## src/rtl/banner_pkg.sv

```systemverilog
// Shared constants and FSM encoding for the banner ROM readers.
package banner_pkg;

    localparam int BANNER_DEPTH  = 129;
    localparam int BANNER_WIDTH  = 57;
    localparam int BANNER_ADDR_W = 8;

    typedef enum logic [2:0] {
        IDLE,
        ADDR,
        FETCH,
        SEND,
        DONE
    } state_t;

endpackage

```

## src/rtl/banner_addr_wrap.sv

```systemverilog
// Combinational modulo-DEPTH adder: address = (offset + col) mod DEPTH,
// valid for offset, col both in 0..DEPTH-1.
module banner_addr_wrap
    import banner_pkg::*;
#(
    parameter int DEPTH = BANNER_DEPTH
) (
    input  logic [BANNER_ADDR_W-1:0] offset,
    input  logic [BANNER_ADDR_W-1:0] col,
    output logic [BANNER_ADDR_W-1:0] address
);

    localparam logic [BANNER_ADDR_W:0] LIMIT = (BANNER_ADDR_W + 1)'(DEPTH);

    logic [BANNER_ADDR_W:0] sum;

    // One conditional subtract folds the 9-bit sum back into 0..DEPTH-1.
    always_comb begin
        sum     = {1'b0, offset} + {1'b0, col};
        address = (sum >= LIMIT) ? BANNER_ADDR_W'(sum - LIMIT) : BANNER_ADDR_W'(sum);
    end

endmodule

```

## src/rtl/banner_column_reader.sv

```systemverilog
// Walks a WINDOW-row viewport of the banner ROM, hands each row to the
// LED driver over valid/ready, and scrolls the viewport every SCROLL_FRAMES.
module banner_column_reader
    import banner_pkg::*;
#(
    parameter int DEPTH         = BANNER_DEPTH,
    parameter int WIDTH         = BANNER_WIDTH,
    parameter int WINDOW        = 16,
    parameter int SCROLL_FRAMES = 4
) (
    input  logic             clk,
    input  logic             rst_n,
    input  logic             start,
    output logic [7:0]       rom_address,
    input  logic [WIDTH-1:0] rom_data,
    output logic [WIDTH-1:0] col_data,
    output logic [7:0]       col_index,
    output logic             col_valid,
    input  logic             col_ready,
    output logic             busy,
    output logic             frame_done,
    output logic [7:0]       offset
);

    localparam int         FC_W        = (SCROLL_FRAMES > 1) ? $clog2(SCROLL_FRAMES) : 1;
    localparam logic [7:0] LAST_COL    = 8'(WINDOW - 1);
    localparam logic [7:0] LAST_OFFSET = 8'(DEPTH - 1);
    localparam logic [FC_W-1:0] LAST_FRAME = FC_W'(SCROLL_FRAMES - 1);

    state_t          state;
    state_t          state_next;
    logic [7:0]      col;
    logic [7:0]      addr_col;
    logic [7:0]      next_addr;
    logic [FC_W-1:0] frame_cnt;
    logic            handshake;

    assign handshake = col_valid && col_ready;

    // One shared wrap adder: column 0 when launching a frame, col+1 otherwise.
    always_comb begin
        addr_col = (state == IDLE) ? '0 : col + 8'd1;
    end

    banner_addr_wrap #(
        .DEPTH(DEPTH)
    ) u_addr_wrap (
        .offset (offset),
        .col    (addr_col),
        .address(next_addr)
    );

    // State register.
    always_ff @(posedge clk) begin
        if (!rst_n) begin
            state <= IDLE;
        end else begin
            state <= state_next;
        end
    end

    // Next-state logic.
    always_comb begin
        state_next = state;
        case (state)
            IDLE:    if (start) state_next = ADDR;
            ADDR:    state_next = FETCH;
            FETCH:   state_next = SEND;
            SEND:    if (handshake) state_next = (col == LAST_COL) ? DONE : ADDR;
            DONE:    state_next = IDLE;
            default: state_next = IDLE;
        endcase
    end

    // State-decoded outputs.
    always_comb begin
        busy       = (state != IDLE);
        frame_done = (state == DONE);
    end

    // Datapath: address, column capture, frame counter and scroll offset.
    always_ff @(posedge clk) begin
        if (!rst_n) begin
            rom_address <= '0;
            col_data    <= '0;
            col_index   <= '0;
            col_valid   <= 1'b0;
            col         <= '0;
            frame_cnt   <= '0;
            offset      <= '0;
        end else begin
            case (state)
                IDLE: begin
                    if (start) begin
                        col         <= '0;
                        rom_address <= next_addr;
                    end
                end
                FETCH: begin
                    col_data  <= rom_data;
                    col_index <= col;
                    col_valid <= 1'b1;
                end
                SEND: begin
                    if (handshake) begin
                        col_valid <= 1'b0;
                        if (col != LAST_COL) begin
                            col         <= col + 8'd1;
                            rom_address <= next_addr;
                        end
                    end
                end
                DONE: begin
                    if (frame_cnt == LAST_FRAME) begin
                        frame_cnt <= '0;
                        offset    <= (offset == LAST_OFFSET) ? '0 : offset + 8'd1;
                    end else begin
                        frame_cnt <= frame_cnt + 1'b1;
                    end
                end
                default: ;
            endcase
        end
    end

endmodule

```

## config.mk

```make
export PLATFORM = sky130hd
export DESIGN_NAME = banner_column_reader
export DESIGN_NICKNAME = d
export VERILOG_FILES = /design/src/rtl/banner_pkg.sv /design/src/rtl/banner_addr_wrap.sv /design/src/rtl/banner_column_reader.sv
export SDC_FILE = /design/constraint.sdc
export NUM_CORES = 1
export LEC_CHECK = 0
export ABC_AREA = 0
export CELL_PAD_IN_SITES_DETAIL_PLACEMENT = 1
export CELL_PAD_IN_SITES_GLOBAL_PLACEMENT = 1
export CORE_ASPECT_RATIO = 0.7
export CORE_MARGIN = 2
export CORE_UTILIZATION = 30
export CTS_CLUSTER_SIZE = 40
export DETAILED_ROUTE_END_ITERATION = 6
export PLACE_DENSITY = 0.78
export SLEW_MARGIN = 0
export SYNTH_ARGS = -nofsm -noshare
export SYNTH_HDL_FRONTEND = slang
export SYNTH_SLANG_ARGS = --single-unit
```

## constraint.sdc

```tcl
create_clock -name clk -period 3.4 [get_ports clk]
set_input_delay 0.85 -clock clk [delete_from_list [all_inputs] [get_ports clk]]
set_output_delay 0.85 -clock clk [all_outputs]
set_load 0.1 [all_outputs]
```

==> results.toml <==
[grt]
grt_use_total = 0.192
grt_pass1_vias = 4516
grt_pass1_wl_um = 23800
antenna_found_initial = 0
grt_overflow_total = 0
grt_max_degree = 77

[cells_and_area]
final_nets = 772
drive_gt1_frac = 0.201
final_cell_mix = "nand2_1 (147), buf_4 (103), dfxtp_1 (94)"
utilization = 0.442
final-seq-area_um2 = 1900
syn2layout_area_growth_pct = 42.2
n_fill_cell = 1726
final_common_cell = "nand2_1"
multi_input_area_um2 = 2330
diodes = 0

[sta]
finalSetupViolCount = 0
final.setup_skew_ns = 0.00521
fin_crit_sh = 0.980
fmax_mhz = 300
max_slew_margin = 0.535
min_period_ns = 3.33
holdWs_ns = 0.455
maxSlewViolCount = 0
hold_violations = 0
worstMarginPinSlew_ns = 0.694
final.setup.tns_ns = 0

[synth]
syn_area_um2 = 4370
synthArstFlopShare = 0
synth_edf_count = 0
synth.avg_cell_area_um2 = 7.93
ys_seq_area_frac = 0.435
yosysUniqueCellTypes = 60
synth_fp_nets = 627
ys_ff_latch = 95
synth_ff_type = "dfxtp_1"
yosysWarnings = 0
synthCells = 551

[critical_path]
critPathMaxFanout = 10
timing.rr.start = "state[1]$_SDFFE_PN0P_"
setup.worst_path.start = "state[1]$_SDFFE_PN0P_"
cp-start-kind = "register"
required_ns = 3.65
crit_arrival_ns = 3.58
crit_type = "register to register"
cp-end-kind = "register"

[die]
die_x_um = 148
die_h_um = 105
rows = 36
ios = 145
initial_core_util = 0.311
coreArea_um2 = 14100
dieArea_um2 = 15600

[place]
place.gp.congestion = 0.869
port_buffers = 144
hpwl_um = 10900

[cts]
cts_tree = "done"
root_buffer = "clkbuf_16"
cts_max_level = 3
hold_buffers = 0
path_clk_slew_ns = 0.07
clk_latency_ns = 0.35
cts_buffers = 9
clockBufferDepth = 2
cts_sinks = 95

[detailed_routing]
wl_per_cell_um = 16.7
ant_nets = 0
drtIter0Drc = 196
firstDrtPassIters = 4
wl_um = 14900
drc = 0
vias = 4497
via_per_inst = 5.05

[run]
maxCapViolCount = 0

[power_and_ir_drop]
ir_drop_v = 0.000251
finalPower_uw = 2980
p_per_area_nw_per_um2 = 480
p_leak_uw = 0.00254

[min_path]
worstHoldPathType = "register to register"
holdCritStartpoint = "col_data[22]$_SDFFE_PN0P_"

[run_status]
status = "finished, final reports clean"
-- critical path, stage by stage (launching register included) --
cell      delay, ns
dfxtp_2        0.36
nor3_4         0.23
nor2_1         0.07
ha_1           0.22
fa_1           0.54
inv_1          0.07
ha_1           0.20
or4_1          0.54
a211oi_2       0.19
nand4b_1       0.14
buf_4          0.20
a2111o_1       0.37
o311ai_1       0.09
-- per-layer routing --
layer	global-route usage	routed length [µm]	up-vias	share of wire
li1	-	-	2183	-
met3	0.0533	706	20	0.047
met2	0.317	7110	93	0.48
met1	0.242	6770	2201	0.46
met4	0.0605	276	0	0.019
met5	0	0	-	0
-- flip-flops by register name, indices dropped and copies added, names as in the netlist --
register / cells
col_valid: 1
frame_cnt: 2
col_index: 8
col: 8
state: 3
rom_address: 8
col_data: 57
offset: 8
-- area by class of cell --
class	count	share of cell area
clock inverter	6	0.0145
clock buffer	10	0.0369
inverter	8	0.00483
multi-input combinational	418	0.375
sequential	95	0.306
tap	190	0.0383
timing repair buffer	164	0.224
-- synth_stat cells, drive strengths merged, types with 3 or more instances --
cell type  instances  area, µm²
nand2            147        552
dfxtp             95       1900
a21oi             81        409
nor2              35        131
clkbuf            20       75.1
nand3             17       90.1
o21ai             15       78.8
ha                14        175
and3              11       68.8
buf               10       71.3
xnor2              9       78.8
inv                8       30.0
nor3               7       35.0
nor2b              6       37.5
xor2               6       52.6
a211oi             5       47.5
or4                5       45.0
a21o               4       31.3
nand4              4       25.0
nor3b              4       30.0
o21a               4       31.3
a211o              3       27.5
a31oi              3       18.8
or2                3       18.8
-- worst paths after layout --
path | depth (start not counted) | to | slack [ns]
hold reg to reg | 2 | col_data[22]$_SDFFE_PN0P_ | 0.45
hold / removal | 2 | col_data[22]$_SDFFE_PN0P_ | 0.45
setup / recovery | 12 | rom_address[2]$_SDFFE_PN0P_ | 0.07
setup reg to reg | 12 | rom_address[2]$_SDFFE_PN0P_ | 0.07
-- timing repair --
action,in CTS,in global routing
pin swaps,0,2
buffers inserted,2,2
endpoints found under the setup margin,6,5
gates resized for setup,0,5
-- per-stage QoR --
stage	std cells	area (µm²)	worst slack (ns)
2_1_floorplan	551	4380	0.0115
3_3_place_gp	871	5840	0.0375
3_5_place_dp	871	5840	-0.139
4_1_cts	889	6170	0.0671
5_1_grt	891	6210	-0.0190
6_report	891	6210	0.0667
-- power breakdown --
part           leakage, µW  total, µW  internal, µW  switching [µW]
Clock             0.000153       1110           650             465
Sequential        0.000772       1190          1160            27.9
Combinational      0.00161        680           184             495
-- logic make-up (layout without fill, tap and decap cells) --
family	after synthesis	count (layout)	synth area share
xor+xnor	15	15	0.0301
simple gates	256	256	0.266
compound gates	131	131	0.182
flops	95	95	0.435
fa+ha+maj	15	15	0.0447
buf+inv	38	188	0.0404
mux	1	1	0.00229
Power figures use the tool's default switching activity.
